File: config.mk
export PLATFORM = sky130hd
export DESIGN_NAME = seq_det_sched
export DESIGN_NICKNAME = d
export VERILOG_FILES = /design/src/rtl/seq_det_pkg.sv /design/src/rtl/seq_det_core.sv /design/src/rtl/seq_det_sched.sv
export SDC_FILE = /design/constraint.sdc
export NUM_CORES = 1
export LEC_CHECK = 0
export ABC_AREA = 1
export CORE_MARGIN = 2
export CORE_UTILIZATION = 53
export DETAILED_ROUTE_END_ITERATION = 6
export PLACE_DENSITY = 0.83
export SYNTH_ARGS = -nofsm -noshare
export SYNTH_HDL_FRONTEND = slang
export SYNTH_SLANG_ARGS = --single-unit
File: constraint.sdc
create_clock -name clk -period 5.3 [get_ports clk]
set_input_delay 1.325 -clock clk [delete_from_list [all_inputs] [get_ports clk]]
set_output_delay 1.325 -clock clk [all_outputs]
set_load 0.01 [all_outputs]
File: src/rtl/seq_det_pkg.sv
// Shared types and constants for the serial sequence detector.
// Holds the 2-bit detector state type and its four state encodings.
// Imported by the detector core and by the time-multiplexed scheduler.
package seq_det_pkg;

  typedef logic [1:0] det_state_t;

  localparam det_state_t S0 = 2'b00;
  localparam det_state_t S1 = 2'b01;
  localparam det_state_t S2 = 2'b10;
  localparam det_state_t S3 = 2'b11;

endpackage

File: src/rtl/seq_det_core.sv
// Combinational sequence-detector step: (state, x) -> (next state, y).
// Latency: none, purely combinational, no clock and no storage.
// Backpressure: not applicable; the caller owns all state.
//
// Ports:
//   state : current detector state of the channel being served
//   x     : serial input bit for this step
//   ns    : next detector state to write back
//   y     : detector output for this bit
module seq_det_core
  import seq_det_pkg::*;
(
  input  det_state_t state,
  input  logic       x,
  output det_state_t ns,
  output logic       y
);

  always_comb begin
    ns = S0;
    y  = 1'b0;
    case (state)
      S0: begin
        ns = x ? S1 : S0;
        y  = 1'b0;
      end
      S1: begin
        ns = x ? S2 : S3;
        y  = x;
      end
      S2: begin
        // Output stays high on either bit; a 0 moves to S3.
        ns = x ? S2 : S3;
        y  = 1'b1;
      end
      S3: begin
        ns = x ? S1 : S0;
        y  = x;
      end
      default: begin
        ns = S0;
        y  = 1'b0;
      end
    endcase
  end

endmodule

File: src/rtl/seq_det_sched.sv
// Shares one sequence-detector core among N_CH bit-serial channels.
// Latency: one cycle from gnt to out_valid/out_ch/out_y.
// Backpressure: requesters hold req/bits until their gnt; one grant per cycle.
//
// Ports:
//   clk, rst  : rising-edge clock, synchronous active-high reset
//   req       : per-channel bit-valid request
//   bits      : per-channel serial bit, consumed when the channel is granted
//   clr       : per-channel state clear; blocks the grant for that cycle
//   gnt       : one-hot combinational grant, zero while rst is high
//   out_valid : registered result valid
//   out_ch    : channel index of the result (held when idle)
//   out_y     : detector output for the granted bit (held when idle)
module seq_det_sched
  import seq_det_pkg::*;
#(
  parameter int N_CH = 4,
  parameter int CH_W = $clog2(N_CH)
) (
  input  logic            clk,
  input  logic            rst,
  input  logic [N_CH-1:0] req,
  input  logic [N_CH-1:0] bits,
  input  logic [N_CH-1:0] clr,
  output logic [N_CH-1:0] gnt,
  output logic            out_valid,
  output logic [CH_W-1:0] out_ch,
  output logic            out_y
);

  // Per-channel detector state table and round-robin pointer.
  det_state_t      st [N_CH];
  logic [CH_W-1:0] ptr;

  // Arbitration results.
  logic [N_CH-1:0] elig;
  logic [N_CH-1:0] rot;
  logic            found;
  logic [CH_W-1:0] off;
  logic [CH_W:0]   sum;
  logic [CH_W-1:0] sel;
  logic [CH_W-1:0] ptr_next;

  // Shared detector datapath.
  det_state_t      core_state;
  logic            core_x;
  det_state_t      core_ns;
  logic            core_y;

  // A channel being cleared this cycle must not be served.
  assign elig = req & ~clr;

  // Rotate the eligible set so that bit 0 is the channel at ptr; the first
  // set bit of the rotated vector is then the round-robin winner's offset.
  always_comb begin
    rot   = N_CH'({elig, elig} >> ptr);
    found = 1'b0;
    off   = '0;
    for (int i = 0; i < N_CH; i++) begin
      if (!found && rot[i]) begin
        found = 1'b1;
        off   = CH_W'(i);
      end
    end
  end

  // Convert the offset back to an absolute channel index, modulo N_CH.
  // The extra bit in sum keeps ptr + off from overflowing for any N_CH.
  always_comb begin
    sum = {1'b0, ptr} + {1'b0, off};
    sel = '0;
    if (sum >= (CH_W+1)'(N_CH)) begin
      sel = CH_W'(sum - (CH_W+1)'(N_CH));
    end else begin
      sel = CH_W'(sum);
    end
  end

  always_comb begin
    ptr_next = '0;
    if (sel != CH_W'(N_CH - 1)) begin
      ptr_next = sel + CH_W'(1);
    end
  end

  always_comb begin
    gnt = '0;
    if (found && !rst) begin
      gnt[sel] = 1'b1;
    end
  end

  assign core_state = st[sel];
  assign core_x     = bits[sel];

  seq_det_core u_core (
    .state (core_state),
    .x     (core_x),
    .ns    (core_ns),
    .y     (core_y)
  );

  always_ff @(posedge clk) begin
    if (rst) begin
      for (int i = 0; i < N_CH; i++) begin
        st[i] <= S0;
      end
      ptr       <= '0;
      out_valid <= 1'b0;
      out_ch    <= '0;
      out_y     <= 1'b0;
    end else begin
      // A cleared channel is never granted, so clear and write-back
      // cannot target the same entry in one cycle.
      for (int i = 0; i < N_CH; i++) begin
        if (clr[i]) begin
          st[i] <= S0;
        end else if (gnt[i]) begin
          st[i] <= core_ns;
        end
      end
      if (found) begin
        ptr       <= ptr_next;
        out_valid <= 1'b1;
        out_ch    <= sel;
        out_y     <= core_y;
      end else begin
        out_valid <= 1'b0;
      end
    end
  end

endmodule

==> flow_results.org <==
** Pwr
- The worst-case IR drop observed on VDD is 0.000452 V.
- Net switching is 51.5% of the power.
- Part of the power in registers :: 17.4%
- The clock network burns 6.0% of the power.
- In this run the power spent charging and discharging nets is 0.528 mW.
- Cell internal pwr :: 0.497 mW
- Combinational cells account for 76.6% of the total power.
- The completed layout was analyzed and its total power is 1.03 mW.
- Pleak :: 0.725 nW
- PD cells :: 737 nW/um^2

** Routing
- Once detail routing completed, the nets flagged for antenna violations numbered 0.
- Initial DRT Pass Iterations :: 4
- In the final routed layout, each cell accounts on average for 12.4 um.
- The routed design has 2650 um of wire.
- Via total after detailed routing :: 1,113
- Vias per inst :: 5.23
- Remaining DRCs :: 0
- In this run, the number of DRC markers left after iteration 0 of detailed routing was 25.

** Synth
- Post-synthesis mux area share :: 0%
- Synth Net Count :: 169
- Cell count after synthesis :: 150
- Fraction of the mapped netlist area in adder cells :: 6.17%
- Basic-gate share of the synthesized area counting and, or, nand and nor cells :: 44.0%
- Summing the sequential cell areas from Yosys gives 35.6% of the chip area.
- Number of distinct library cells after synthesis :: 20
- The synthesized netlist devotes 4.20% of its cell area to compound gates.
- For this run, the number of Yosys warnings is 0.
- In this run the cell area of the synthesized design comes to 1010 um^2.
- Post-synthesis register bit count :: 14
- After Yosys synthesis, XOR and XNOR cells account for 0.864% of the synthesized area.
- Synth Area per Inst :: 6.76 um^2
- Combinational family with the most area after synthesis :: simple AND/OR/NAND/NOR gates

** Timing
- The count of final hold-check violations came to 0.
- Fmax :: 197 MHz
- Of the available clock period, the critical path in the final layout requires 96.0%.
- Max-slew violation count :: 0
- Setup TNS :: 0 ps
- Unrepaired setup endpoints after global routing :: no
- The worst pin sits at a relative slew slack of 70.4%.
- For the pin with the worst max-slew slack, the measured transition is 442 ps.
- Once routing completed, OpenROAD measured the worst setup slack at 214 ps.
- For the finished layout, the period the worst path requires is 5090 ps.
- Max Clock Skew :: 12.7 ps
- Across all hold checks on the routed design, the worst slack comes to 521 ps.
- Total of endpoints with negative setup slack in the final report :: 0

** Layout
- Of the cells placed in the final design, the portion with a size suffix greater than 1 is 17.6%.
- Area added between synthesis and finish :: 37.3%
- At the end of the flow the core is filled with cells to 78.9%.
- Final Cell Area :: 1390 um^2
- Antenna Diode Count :: 0
- Registers take 360 um^2.
- Number of non-filler instances in the completed layout :: 213
- Final nets :: 208
- The multi-input combinational cells in the finished layout cover a total of 569 um^2.
- FILL cells :: 144

** Placed design
- The congestion estimate from routability-driven global placement came to 0.930.
- The HPWL after detailed placement is 2160 um.
- The placed instances occupy a cell area of 1350 um^2.
- The count of buffers added on input and output ports is 21.
- Setup WS pre-CTS :: -144 ps
- Placed Cells incl. Taps :: 208

** Global routing
- Global routing consumed, on the met3 layer, 4.15% of the routing resources.
- The number of antenna violations at the first check in global routing came to 0.
- The first global-routing pass estimated 4270 um of wire.
- Remaining global-route overflow :: 0
- Most Used Layer, Global Route :: met2
- Via count of the first global-routing pass :: 1,079
- For this run, global-route usage on met1 was measured as 30.8%.
- Largest net degree at the start of global routing :: 11
- Global Route Usage Sum :: 26.9%
- Global routing used 50.7% of the available met2 tracks.

** Run
- Max cap viols :: 0

** Setup path
- Data required time of the critical path :: 3970 ps
- Critical path endpoint category :: output port
- CP Launch Type :: input port
- Data arrives at the worst endpoint at 3760 ps.
- The critical path is of the in -> out type.
- Of all nets on the critical path, the largest fanout is 6.

** Die
- The floorplan has 15 rows.
- For this design the top-level I/O count stands at 22.
- Measured along the x axis, the die boundary spans 47.7 um.
- Die extent in y :: 47.7 um
- For this configuration, the core starts out at a cell density of 57.4%.
- Total Die Area :: 2280 um^2
- The core region is 1760 um^2.

** Run status
- Run status :: complete, no violations

** Hold path
- Path class of the lowest-slack min-delay path :: reg -> reg

** Clocking
- CTS Buf Count :: 3
- The clock net in this run drives a total of 14 sinks.
- TritonCTS built the clock tree.
- Worst-Skew Late Latency :: 280 ps
- Hold repair after CTS inserted 0 buffers.
- Clock buffer depth :: 2
- In this run the number of H-tree levels came out at 1.
- Clock tree synthesis selected as its root buffer the cell clkbuf_4.
- After clock tree synthesis, the clock-pin slew on the worst setup and hold paths is 90 ps.
path summary, 6_finish.rpt:
check | from | endpoint | slack [ps] | cells after the start
setup reg to reg | ptr[0]$_SDFFE_PP0N_ | st[3][1]$_SDFFCE_PN0P_ | 2500 | 18
hold reg to reg | out_ch[1]$_SDFFE_PP0N_ | out_ch[1]$_SDFFE_PP0N_ | 520 | 2
hold / removal | out_ch[1]$_SDFFE_PP0N_ | out_ch[1]$_SDFFE_PP0N_ | 520 | 2
setup / recovery | clr[2] | gnt[3] | 210 | 17
sequential cells by signal (all words and copies together), names as in the netlist:
signal,cells
st,8
ptr,2
out_ch,2
out_valid,1
out_y,1
critical path, cell delays in order:
cell and delay [ps]:
clkdlybuf4s50_1 460, inv_1 70, nand3_1 110, nand3_1 70
nand2_1 90, nand3_1 70, a21boi_1 130, ha_2 200
xor2_2 160, buf_4 140, nand2_4 60, nand2_4 90
buf_4 130, ha_1 140, inv_1 60, nor2_1 160
dlygate4sd2_1 290
cells by family after synthesis:
group / count (synthesis)
buffers and inverters: 25
AND/OR/NAND/NOR: 98
flip-flops: 14
AO/OA/AOI/OAI: 7
XOR/XNOR: 1
adder cells (fa/ha/maj): 5
cells in the final DEF, fill, tap and decap left out, drive strengths merged:
master         count
a21boi             1
a21oi              1
a22oi              1
buf               14
clkbuf             3
clkdlybuf4s50     17
clkinv             1
dfxtp              6
dlygate4sd2        3
dlymetal6s2s       1
edfxtp             8
ha                 5
inv               24
nand2             46
nand3             27
nand3b             1
nor2              24
o211ai             1
o21ai              3
xor2               1
routing by layer:
| layer | part of all wire, % | wire length [um] | vias to the layer above |
|---|---|---|---|
| met5 | 0 | 0 | - |
| met4 | 0.83 | 22 | 0 |
| met3 | 5.4 | 144 | 4 |
| met2 | 55 | 1450 | 45 |
| met1 | 39 | 1040 | 513 |
| li1 | - | - | 551 |
cell type report:
| cell class | count | share of cell area (%) |
|---|---|---|
| multi-input cells | 111 | 40.9 |
| repair buffers | 35 | 22.6 |
| clock inverters | 1 | 0.270 |
| well taps | 25 | 2.25 |
| inverters | 24 | 6.47 |
| clock buffers | 3 | 1.62 |
| flip-flops and latches | 14 | 25.9 |
repair_timing:
item                                    in CTS  in global routing
hold endpoints to repair                     0                  0
endpoints found under the setup margin       4                  3
gates resized for setup                      4                  3
setup buffers                                0                  1
cell usage after synthesis, drive strengths merged:
master	instances	area share (%)
o21ai	3	1.5
a21boi	1	0.74
nor2	24	9.1
nand2	46	20
inv	24	8.9
nand3b	1	0.74
a22oi	1	0.74
xor2	1	0.86
dfxtp	6	12
nand3	27	14
a21oi	1	0.49
edfxtp	8	24
clkbuf	1	0.37
ha	5	6.2
o211ai	1	0.74
power groups by stage:
stage                     sequential (mW)  clock [mW]  combinational (mW)
after floorplan                     0.179           0               0.504
after global placement              0.178           0               0.730
after detailed placement            0.179           0               0.766
after CTS                           0.178      0.0633               0.769
after global routing                0.182      0.0671               0.874
final                               0.178      0.0620               0.785
(Power assumes the default switching activity.)
